==> config.mk <==
export PLATFORM = sky130hd
export DESIGN_NAME = pc_status_unit_flat
export DESIGN_NICKNAME = d
export VERILOG_FILES = /design/src/rtl/pc_status_if.sv /design/src/rtl/pc_status_unit.sv /design/src/flat_wrapper.sv
export SDC_FILE = /design/constraint.sdc
export NUM_CORES = 1
export LEC_CHECK = 0
export ABC_AREA = 0
export ABC_CLOCK_PERIOD_IN_PS = 3800
export BUFFER_PORTS_ARGS = -buffer_cell sky130_fd_sc_hd__buf_2
export CAP_MARGIN = 15
export CORE_MARGIN = 2
export CORE_UTILIZATION = 25
export CTS_BUF_LIST = sky130_fd_sc_hd__clkbuf_4 sky130_fd_sc_hd__clkbuf_8 sky130_fd_sc_hd__clkbuf_16
export CTS_CLUSTER_DIAMETER = 50
export CTS_CLUSTER_SIZE = 30
export DETAILED_ROUTE_END_ITERATION = 10
export GPL_TIMING_DRIVEN = 0
export PLACE_DENSITY = 0.57
export SYNTH_ARGS = -nofsm -noshare
export SYNTH_HDL_FRONTEND = slang
export SYNTH_SLANG_ARGS = --single-unit
==> constraint.sdc <==
create_clock -name clk -period 3.8 [get_ports clk]
set_input_delay 0.57 -clock clk [delete_from_list [all_inputs] [get_ports clk]]
set_output_delay 0.57 -clock clk [all_outputs]
set_load 0.02 [all_outputs]
==> src/rtl/pc_status_if.sv <==
// Bundle between the main decoder/ALU/data memory and the PC/status unit.
// The master side drives decode strobes and operands; the slave side returns PC, status and link controls.
interface pc_status_if #(
  parameter int WIDTH = 32
);
  logic             en;
  logic             branch;
  logic             blezalsig;
  logic             balvsig;
  logic             brvsig;
  logic             jalpcsig;
  logic             jmxorsig;
  logic             status_write_sig;
  logic             alu_zero;
  logic             alu_neg;
  logic             alu_ovf;
  logic [WIDTH-1:0] imm_sext;
  logic [WIDTH-1:0] rs_value;
  logic [WIDTH-1:0] rt_value;
  logic [WIDTH-1:0] mem_rdata;

  logic [WIDTH-1:0] pc;
  logic [WIDTH-1:0] pc_plus4;
  logic [2:0]       status;
  logic             jmx_mem_req;
  logic [WIDTH-1:0] jmx_mem_addr;
  logic             link_we;
  logic [4:0]       link_addr;
  logic [WIDTH-1:0] link_data;
  logic             busy;

  modport master (
    output en, branch, blezalsig, balvsig, brvsig, jalpcsig, jmxorsig,
           status_write_sig, alu_zero, alu_neg, alu_ovf,
           imm_sext, rs_value, rt_value, mem_rdata,
    input  pc, pc_plus4, status, jmx_mem_req, jmx_mem_addr,
           link_we, link_addr, link_data, busy
  );

  modport slave (
    input  en, branch, blezalsig, balvsig, brvsig, jalpcsig, jmxorsig,
           status_write_sig, alu_zero, alu_neg, alu_ovf,
           imm_sext, rs_value, rt_value, mem_rdata,
    output pc, pc_plus4, status, jmx_mem_req, jmx_mem_addr,
           link_we, link_addr, link_data, busy
  );
endinterface

==> src/rtl/pc_status_unit.sv <==
// Program counter, {Z,N,V} status register and next-PC selection for the single-cycle datapath,
// including link write-back and the two-edge memory-indirect jmxor sequence.
module pc_status_unit #(
  parameter int               WIDTH    = 32,
  parameter logic [WIDTH-1:0] RESET_PC = '0,
  parameter logic [4:0]       LINK_REG = 5'd31
) (
  input  logic        clk,
  input  logic        reset,
  pc_status_if.slave  bus
);

  localparam logic [0:0] ST_RUN      = 1'b0;
  localparam logic [0:0] ST_JMX_WAIT = 1'b1;

  // Word-alignment mask for register/memory-sourced jump targets.
  localparam logic [WIDTH-1:0] ALIGN_MASK = {{(WIDTH-2){1'b1}}, 2'b00};

  logic [WIDTH-1:0] pc_q, pc_d;
  logic [2:0]       status_q, status_d;
  logic [0:0]       state_q, state_d;

  logic [WIDTH-1:0] pc_plus4;
  logic [WIDTH-1:0] imm_shift;
  logic [WIDTH-1:0] rel_target;
  logic [WIDTH-1:0] reg_target;
  logic [WIDTH-1:0] mem_target;
  logic             flag_z, flag_n, flag_v;
  logic             in_run;
  logic             link_we;
  logic             jmx_req;

  assign flag_z = status_q[2];
  assign flag_n = status_q[1];
  assign flag_v = status_q[0];
  assign in_run = (state_q == ST_RUN);

  // The left shift drops the top two immediate bits; all sums wrap modulo 2^WIDTH.
  assign pc_plus4   = pc_q + WIDTH'(4);
  assign imm_shift  = bus.imm_sext << 2;
  assign rel_target = pc_plus4 + imm_shift;
  assign reg_target = bus.rs_value & ALIGN_MASK;
  assign mem_target = bus.mem_rdata & ALIGN_MASK;

  // NOTE: every always_comb output gets a default first so no path leaves it unassigned (no latch).
  always_comb begin
    pc_d     = pc_q;
    status_d = status_q;
    state_d  = state_q;
    link_we  = 1'b0;
    jmx_req  = 1'b0;

    case (state_q)
      ST_RUN: begin
        // The memory request follows the decoded jmxor regardless of en; only state changes need en.
        jmx_req = bus.jmxorsig && !bus.brvsig;
        if (bus.en) begin
          if (bus.status_write_sig) begin
            status_d = {bus.alu_zero, bus.alu_neg, bus.alu_ovf};
          end

          if (bus.brvsig) begin
            pc_d = flag_v ? reg_target : pc_plus4;
          end else if (bus.jmxorsig) begin
            state_d = ST_JMX_WAIT;
            link_we = 1'b1;
          end else if (bus.jalpcsig) begin
            pc_d    = rel_target;
            link_we = 1'b1;
          end else if (bus.balvsig) begin
            pc_d    = flag_v ? rel_target : pc_plus4;
            link_we = flag_v;
          end else if (bus.blezalsig) begin
            pc_d    = (flag_z || flag_n) ? rel_target : pc_plus4;
            link_we = flag_z || flag_n;
          end else if (bus.branch) begin
            // beq is the one condition taken from the live ALU flag.
            pc_d = bus.alu_zero ? rel_target : pc_plus4;
          end else begin
            pc_d = pc_plus4;
          end
        end
      end

      default: begin
        if (bus.en) begin
          pc_d    = mem_target;
          state_d = ST_RUN;
        end
      end
    endcase
  end

  // NOTE: sequential state uses non-blocking assignments so every register samples pre-edge values.
  always_ff @(posedge clk) begin
    if (reset) begin
      pc_q     <= RESET_PC;
      status_q <= 3'b000;
      state_q  <= ST_RUN;
    end else begin
      pc_q     <= pc_d;
      status_q <= status_d;
      state_q  <= state_d;
    end
  end

  assign bus.pc           = pc_q;
  assign bus.pc_plus4     = pc_plus4;
  assign bus.status       = status_q;
  assign bus.jmx_mem_req  = jmx_req;
  assign bus.jmx_mem_addr = bus.rs_value ^ bus.rt_value;
  assign bus.link_we      = link_we;
  assign bus.link_addr    = LINK_REG;
  assign bus.link_data    = pc_plus4;
  assign bus.busy         = !in_run;

endmodule
==> src/flat_wrapper.sv <==
// flat-port wrapper written by rule: the top's interface ports become plain ports
module pc_status_unit_flat 
#(
  parameter int               WIDTH    = 32,
  parameter logic [WIDTH-1:0] RESET_PC = '0,
  parameter logic [4:0]       LINK_REG = 5'd31
)
  (clk, reset, bus_en, bus_branch, bus_blezalsig, bus_balvsig, bus_brvsig, bus_jalpcsig, bus_jmxorsig, bus_status_write_sig, bus_alu_zero, bus_alu_neg, bus_alu_ovf, bus_imm_sext, bus_rs_value, bus_rt_value, bus_mem_rdata, bus_pc, bus_pc_plus4, bus_status, bus_jmx_mem_req, bus_jmx_mem_addr, bus_link_we, bus_link_addr, bus_link_data, bus_busy);
  pc_status_if #(.WIDTH(WIDTH)) bus_i ();
  input  logic clk;
  input  logic reset;
  input wire logic [$bits(bus_i.en)-1:0] bus_en;
  input wire logic [$bits(bus_i.branch)-1:0] bus_branch;
  input wire logic [$bits(bus_i.blezalsig)-1:0] bus_blezalsig;
  input wire logic [$bits(bus_i.balvsig)-1:0] bus_balvsig;
  input wire logic [$bits(bus_i.brvsig)-1:0] bus_brvsig;
  input wire logic [$bits(bus_i.jalpcsig)-1:0] bus_jalpcsig;
  input wire logic [$bits(bus_i.jmxorsig)-1:0] bus_jmxorsig;
  input wire logic [$bits(bus_i.status_write_sig)-1:0] bus_status_write_sig;
  input wire logic [$bits(bus_i.alu_zero)-1:0] bus_alu_zero;
  input wire logic [$bits(bus_i.alu_neg)-1:0] bus_alu_neg;
  input wire logic [$bits(bus_i.alu_ovf)-1:0] bus_alu_ovf;
  input wire logic [$bits(bus_i.imm_sext)-1:0] bus_imm_sext;
  input wire logic [$bits(bus_i.rs_value)-1:0] bus_rs_value;
  input wire logic [$bits(bus_i.rt_value)-1:0] bus_rt_value;
  input wire logic [$bits(bus_i.mem_rdata)-1:0] bus_mem_rdata;
  output wire logic [$bits(bus_i.pc)-1:0] bus_pc;
  output wire logic [$bits(bus_i.pc_plus4)-1:0] bus_pc_plus4;
  output wire logic [$bits(bus_i.status)-1:0] bus_status;
  output wire logic [$bits(bus_i.jmx_mem_req)-1:0] bus_jmx_mem_req;
  output wire logic [$bits(bus_i.jmx_mem_addr)-1:0] bus_jmx_mem_addr;
  output wire logic [$bits(bus_i.link_we)-1:0] bus_link_we;
  output wire logic [$bits(bus_i.link_addr)-1:0] bus_link_addr;
  output wire logic [$bits(bus_i.link_data)-1:0] bus_link_data;
  output wire logic [$bits(bus_i.busy)-1:0] bus_busy;
  assign bus_i.en = bus_en;
  assign bus_i.branch = bus_branch;
  assign bus_i.blezalsig = bus_blezalsig;
  assign bus_i.balvsig = bus_balvsig;
  assign bus_i.brvsig = bus_brvsig;
  assign bus_i.jalpcsig = bus_jalpcsig;
  assign bus_i.jmxorsig = bus_jmxorsig;
  assign bus_i.status_write_sig = bus_status_write_sig;
  assign bus_i.alu_zero = bus_alu_zero;
  assign bus_i.alu_neg = bus_alu_neg;
  assign bus_i.alu_ovf = bus_alu_ovf;
  assign bus_i.imm_sext = bus_imm_sext;
  assign bus_i.rs_value = bus_rs_value;
  assign bus_i.rt_value = bus_rt_value;
  assign bus_i.mem_rdata = bus_mem_rdata;
  assign bus_pc = bus_i.pc;
  assign bus_pc_plus4 = bus_i.pc_plus4;
  assign bus_status = bus_i.status;
  assign bus_jmx_mem_req = bus_i.jmx_mem_req;
  assign bus_jmx_mem_addr = bus_i.jmx_mem_addr;
  assign bus_link_we = bus_i.link_we;
  assign bus_link_addr = bus_i.link_addr;
  assign bus_link_data = bus_i.link_data;
  assign bus_busy = bus_i.busy;
  pc_status_unit #(.WIDTH(WIDTH), .RESET_PC(RESET_PC), .LINK_REG(LINK_REG)) u_core (.clk(clk), .reset(reset), .bus(bus_i));
endmodule
; Word level (Yosys, flattened, before mapping)
; Cells that the tools add are included.
[totals]
register_bits = 36
latchBits = 0
memories = 0
ramBits = 0
input_bits = 141
mem_bits_ro = 0
[op_classes]
n_reduce_logical = 5
add_sub_neg = 2
n_mux = 26
n_bitwise = 2
shifts = 0
n_mul = 0
div = 0
order_cmp = 0
eq_ne = 1
[ops]
columns = operator, n
row1 = 32-bit two-way mux, 13
row2 = 32-bit by 3-bit adder with 32-bit output (second input constant), 1
row3 = 32-bit adder, 1
row4 = 32-bit bitwise XOR, 1
row5 = 1-bit two-way mux, 13
row6 = 3-bit by 2-bit != test with 1-bit output (second input constant), 1
row7 = 3-bit AND reduction, 1
row8 = 2-bit AND reduction, 1
row9 = 1-bit logical AND, 1
row10 = 1-bit zero test, 1
row11 = 1-bit logical OR, 1
row12 = 1-bit NOT, 1

; Depth between registers and ports, before layout
[logic_depth]
word_depth = 11
mapped_depth = 17
depth_no_buf = 16

; Worst setup path after synthesis
; Ideal clock, no wire load.
[synth_path]
kind = register to register
startpoint = reg u_core.pc_q[2] (netlist: u_core.bus.pc[2])
endpoint = reg u_core.pc_q[25] (netlist: u_core.bus.pc[25])
stages_incl_launch_ff = 17
slack_ns = -0.309
t_required_ns = 3.684
arrival_time_ns = 3.993
path_cell_list = dfxtp_1 > ha_1 > nand3_1 > or2_1 > nor2_1 > nand2_1 > xnor2_1 > ha_1 > and3_1 > and3_1 > o211ai_1 > nand2_1 > a21oi_1 > o21ai_1 > a311o_1 > a211o_1 > a31o_2
[synth_via]
elab_chain_cells = 11
[synth_rtl]
columns = item, line
row1 = from (decl), pc_status_unit.sv:19  ; logic [WIDTH-1:0] pc_q, pc_d;
row2 = from (signal assigned), pc_status_unit.sv:101  ; pc_q <= pc_d;
row3 = 32-bit by 3-bit adder with 32-bit output (*), pc_status_unit.sv:39  ; assign pc_plus4 = pc_q + WIDTH'(4);
row4 = via bus_link_data[16], flat_wrapper.sv:34  ; output wire logic [$bits(bus_i.link_data)-1:0] bus_link_data;
row5 = 32-bit adder (*), pc_status_unit.sv:41  ; assign rel_target = pc_plus4 + imm_shift;
row6 = 32-bit two-way mux, pc_status_unit.sv:78  ; pc_d = bus.alu_zero ? rel_target : pc_plus4;
row7 = 32-bit two-way mux, pc_status_unit.sv:76  ; end else if (bus.branch) begin
row8 = 32-bit two-way mux, pc_status_unit.sv:73  ; end else if (bus.blezalsig) begin
row9 = 32-bit two-way mux, pc_status_unit.sv:70  ; end else if (bus.balvsig) begin
row10 = 32-bit two-way mux (*), pc_status_unit.sv:67  ; end else if (bus.jalpcsig) begin
row11 = 32-bit two-way mux (*), pc_status_unit.sv:64  ; end else if (bus.jmxorsig) begin
row12 = 32-bit two-way mux (*), pc_status_unit.sv:62  ; if (bus.brvsig) begin
row13 = 32-bit two-way mux (*), pc_status_unit.sv:57  ; if (bus.en) begin
row14 = 32-bit two-way mux (*), pc_status_unit.sv:53  ; case (state_q)
; Mark *: on every way through the listed nets, which the timed path passes. The rest lies on a longest branch. The select of a mux whose other input is x is not followed.
; A chain may end at the register's enable or synchronous reset.

; Final worst setup path
[layout_path]
startpoint = reg u_core.pc_q[2] (netlist: u_core.bus.pc[2])
endpoint = reg u_core.pc_q[25] (netlist: u_core.bus.pc[25])
[layout_via]
elab_chain_cells = 11
[layout_rtl]
columns = item, line
row1 = 32-bit by 3-bit adder with 32-bit output (*), pc_status_unit.sv:39
row2 = 32-bit adder, pc_status_unit.sv:41
row3 = 32-bit two-way mux, pc_status_unit.sv:78
row4 = 32-bit two-way mux, pc_status_unit.sv:76
row5 = 32-bit two-way mux, pc_status_unit.sv:73
row6 = 32-bit two-way mux, pc_status_unit.sv:70
row7 = 32-bit two-way mux, pc_status_unit.sv:67
row8 = 32-bit two-way mux, pc_status_unit.sv:64
row9 = 32-bit two-way mux (*), pc_status_unit.sv:62
row10 = 32-bit two-way mux (*), pc_status_unit.sv:57
row11 = 32-bit two-way mux (*), pc_status_unit.sv:53
; Every way passes the cells marked *; elsewhere a longest branch is shown, timed or not. The select of a mux whose other input is x is not followed.

==> summary.md <==
| Metric | Value |
|---|---|
| Initial antenna violation count | 1 |
| Gpl congestion | 0.8825 |
| GRT overflow | 0 |
| FFs w/ async S/R, synth | 0 |
| Hold Buf Count CTS | 0 |
| DRC | 0 |
| Global router's overall resource usage | 0.2064 |
| Antenna viol nets, final | 0 |
| Period minus WS final | 3.676 ns |
| IO Pins | 280 |
| CTS Buf Count | 5 |
| Htree depth | 2 |
| Largest family of logic cells by synthesized area | compound AO/OA/AOI/OAI gates |
| Leakage | 3.690 nW |
| Crit Reg-Reg Endpoint | u_core.bus.pc[25] |
| Die Span Y | 145.3 um |
| R2r worst-path depth | 14 |
| XOR/XNOR Fraction of Synth Area | 0.1504 |
| Worst r2r src | u_core.bus.pc[2] |
| Final hold vios | 0 |
| Worst hold path class | register to register |
| Dpl hpwl | 18340 um |
| Max FO, Critical Path | 6 |
| Mux cell area share after synthesis | 0.05063 |
| Avg Vias per Cell | 4.995 |
| Worst EP required | 3.97 ns |
| CTS clk-pin slew, worst paths | 0.06 ns |
| Final nets | 1153 |
| Status | finished, final reports clean |
| Post-synth top area share | 0.1363 |
| WHS Endpoint | u_core.bus.pc[10] |
| Total Wirelength | 23160 um |
| Dominant cell type by area after synthesis | dfxtp_1 |
| PnR Total Power | 2.062 mW |
| DR iter-0 viols | 405 |
| Vias in the first global route | 5881 |
| Yosys warns | 0 |
| Final instance area | 0.007535 sq mm |
| Largest net degree at the start of global routing | 11 |
| Die area | 0.02112 sq mm |
| CTS tree | done |
| Area delta synth->final | 50.93% |
| Cells after synthesis | 671 |
| VDD IR max | 0.0001643 V |
| Hold depth | 2 |
| Sequential area share after synthesis | 0.1363 |
| Grt met3 use | 0.03868 |
| Critical Path Source Type | register |
| Adder-cell share of the synthesized area | 0.08922 |
| Placed Instance Area | 0.006736 sq mm |
| Relative slew slack | 0.3213 |
| Synth Flop Type | dfxtp_1 |
| Crit path DAT | 3.85 ns |
| WS Path Type | register to register |
| Worst-skew pair later-pin latency | 0.28 ns |
| Top cells by area, synth | dfxtp_1 14%, xor2_1 11%, ha_1 8.5%, buf_4 6.2%, a211oi_1 4.7% |
| Syn_area_per_cell | 7.440 sq um |
| Port-buffer cells | 263 |
| RSZ-0062 raised after global routing | yes |
| F_max | 272.0 MHz |
| Synthesis-stage register bit count | 34 |
| Netlist cell types | 72 |
| Ant. Diodes | 0 |
| Final period util | 0.9674 |
| Placeable Area | 0.01953 sq mm |
| Max-cap violations | 0 |
| Post-synth EDFFs | 0 |
| Clk_skew | 0.007733 ns |
| Clock Sinks | 34 |
| Reg2reg setup slack | 0.12 ns |
| Max Buffers Root-to-Sink | 2 |
| First-pass GRT wire length | 34160 um |
| Synthesized area | 0.004992 sq mm |
| Compound-Gate Fraction of Synth Area | 0.2624 |
| Met2 usage in global routing | 0.3742 |
| Initial Util | 0.2557 |
| Power per standard cell area | 273.6 mW/mm^2 |
| Layout cells sized above 1 | 0.4438 |
| Setup violations, final | 0 |
| Root Buffer | clkbuf_16 |
| Layer with the highest usage | met2 |
| Mean routed wirelength per cell | 18.63 um |
| Hold path startpoint | u_core.bus.pc[10] |
| Vias | 6209 |
| GR Util met1 | 0.2590 |
| CP Capture Type | register |
| Die width | 145.3 um |
| Count of pins over their slew limit | 0 |
| Slew @ Worst Pin | 1.018 ns |
| # rows | 51 |
| TritonRoute pass-1 iters | 5 |
| Synth Area in Simple Gates | 0.2140 |
==> per-stage QoR <==
step	worst slack, ns	instances	setup TNS (ns)	hold slack [ns]	utilization
floorplan	0.005454	680	0	0.5473	-
global placement	-0.4492	1208	-3.039	0.5115	0.3446
detailed placement	-0.4444	1209	-3.221	0.5174	0.3450
CTS	-0.004763	1223	-0.004763	0.4970	0.3662
global route	-0.02897	1243	-0.05530	0.5404	0.3859
finish	0.1237	1243	0	0.5116	0.3859
==> cell families after synthesis <==
family | count (synthesis)
AOI/OAI and AO/OA | 192
adders and majority gates | 35
other | 2
DFF | 34
xor gates and xnor gates | 84
and+or+nand+nor | 215
muxes | 25
buffers and inverters | 84
==> final cells by class <==
type	count	area [sq um]
flip-flops and latches	34	719.4
multi-input cells	562	4329
plain buffers	71	427.9
clock buffers	7	146.4
inverters	11	41.29
fillers	2130	11990
repair buffers	292	1534
clock inverters	1	5.005
well taps	265	331.6
==> worst max-delay path by stage <==
stage                     startpoint                 to  slack, ns  depth (start not counted)
finish              u_core.bus.pc[2]  u_core.bus.pc[25]       0.12                         14
global route        u_core.bus.pc[2]  u_core.bus.pc[31]      -0.03                         16
CTS                 u_core.bus.pc[2]  u_core.bus.pc[25]     -0.005                         16
detailed placement  u_core.bus.pc[2]  u_core.bus.pc[25]      -0.44                         16
global placement    u_core.bus.pc[2]  u_core.bus.pc[25]      -0.45                         16
floorplan           u_core.bus.pc[9]  u_core.bus.pc[31]      0.005                         15
==> report_power, final <==
group / leakage [nW] / switching (mW) / internal (mW)
logic: 3.33 / 0.695 / 0.491
clock network: 0.0773 / 0.162 / 0.267
registers: 0.288 / 0.0583 / 0.389
==> synthesized netlist by cell type (all sizes together) (20+ instances only) <==
cell and count:
a211oi 34, nor3 20, nor2 62, o21ai 33
xor2 62, ha 34, buf 46, mux2i 23
clkbuf 27, dfxtp 34, nand2 59, a21oi 46
xnor2 22, nand3 21
==> sequential cells by signal, indices dropped and copies added (netlist names) <==
| register | cells |
|---|---|
| u_core.bus.status | 3 |
| u_core.bus.busy | 1 |
| u_core.bus.pc | 30 |
==> layout by cell type, fill, tap and decap left out, types with 9 or more instances in the layout <==
cell / count
buf_2: 263
buf_4: 70
xnor2_1: 11
a211oi_1: 31
o211ai_1: 11
nor2_1: 56
a21o_1: 15
xor2_1: 50
inv_1: 9
conb_1: 11
mux2i_1: 23
a21oi_1: 43
nor3_1: 20
dfxtp_1: 19
nand3_1: 19
o21ai_0: 26
xor2_2: 10
nand2_1: 56
clkbuf_1: 25
nand2b_1: 10
ha_1: 23
==> worst max-delay path, stage by stage, from the launching register on <==
cell	delay [ns]
dfxtp_4	0.39
ha_2	0.21
and3_1	0.24
nand3_1	0.14
xnor2_2	0.28
ha_1	0.34
a21oi_1	0.24
nand2b_1	0.12
o211ai_1	0.30
nand2_2	0.17
a21oi_4	0.20
o21ai_4	0.11
a311o_1	0.37
a211o_1	0.25
a31o_2	0.19
==> per-layer routing <==
metal | wire length (um) | vias up | share of wire
met3 | 1777 | 14 | 0.077
met4 | 194 | 2 | 0.0084
li1 | - | 2999 | -
met1 | 9647 | 2917 | 0.42
met2 | 11520 | 277 | 0.50
met5 | 13 | - | 0.00056
==> what timing repair did <==
item,4_1_cts,5_1_grt
endpoints found under the setup margin,13,11
pin swaps,7,19
setup buffers,8,20
gates resized for setup,43,50
(Power assumes the default switching activity.)
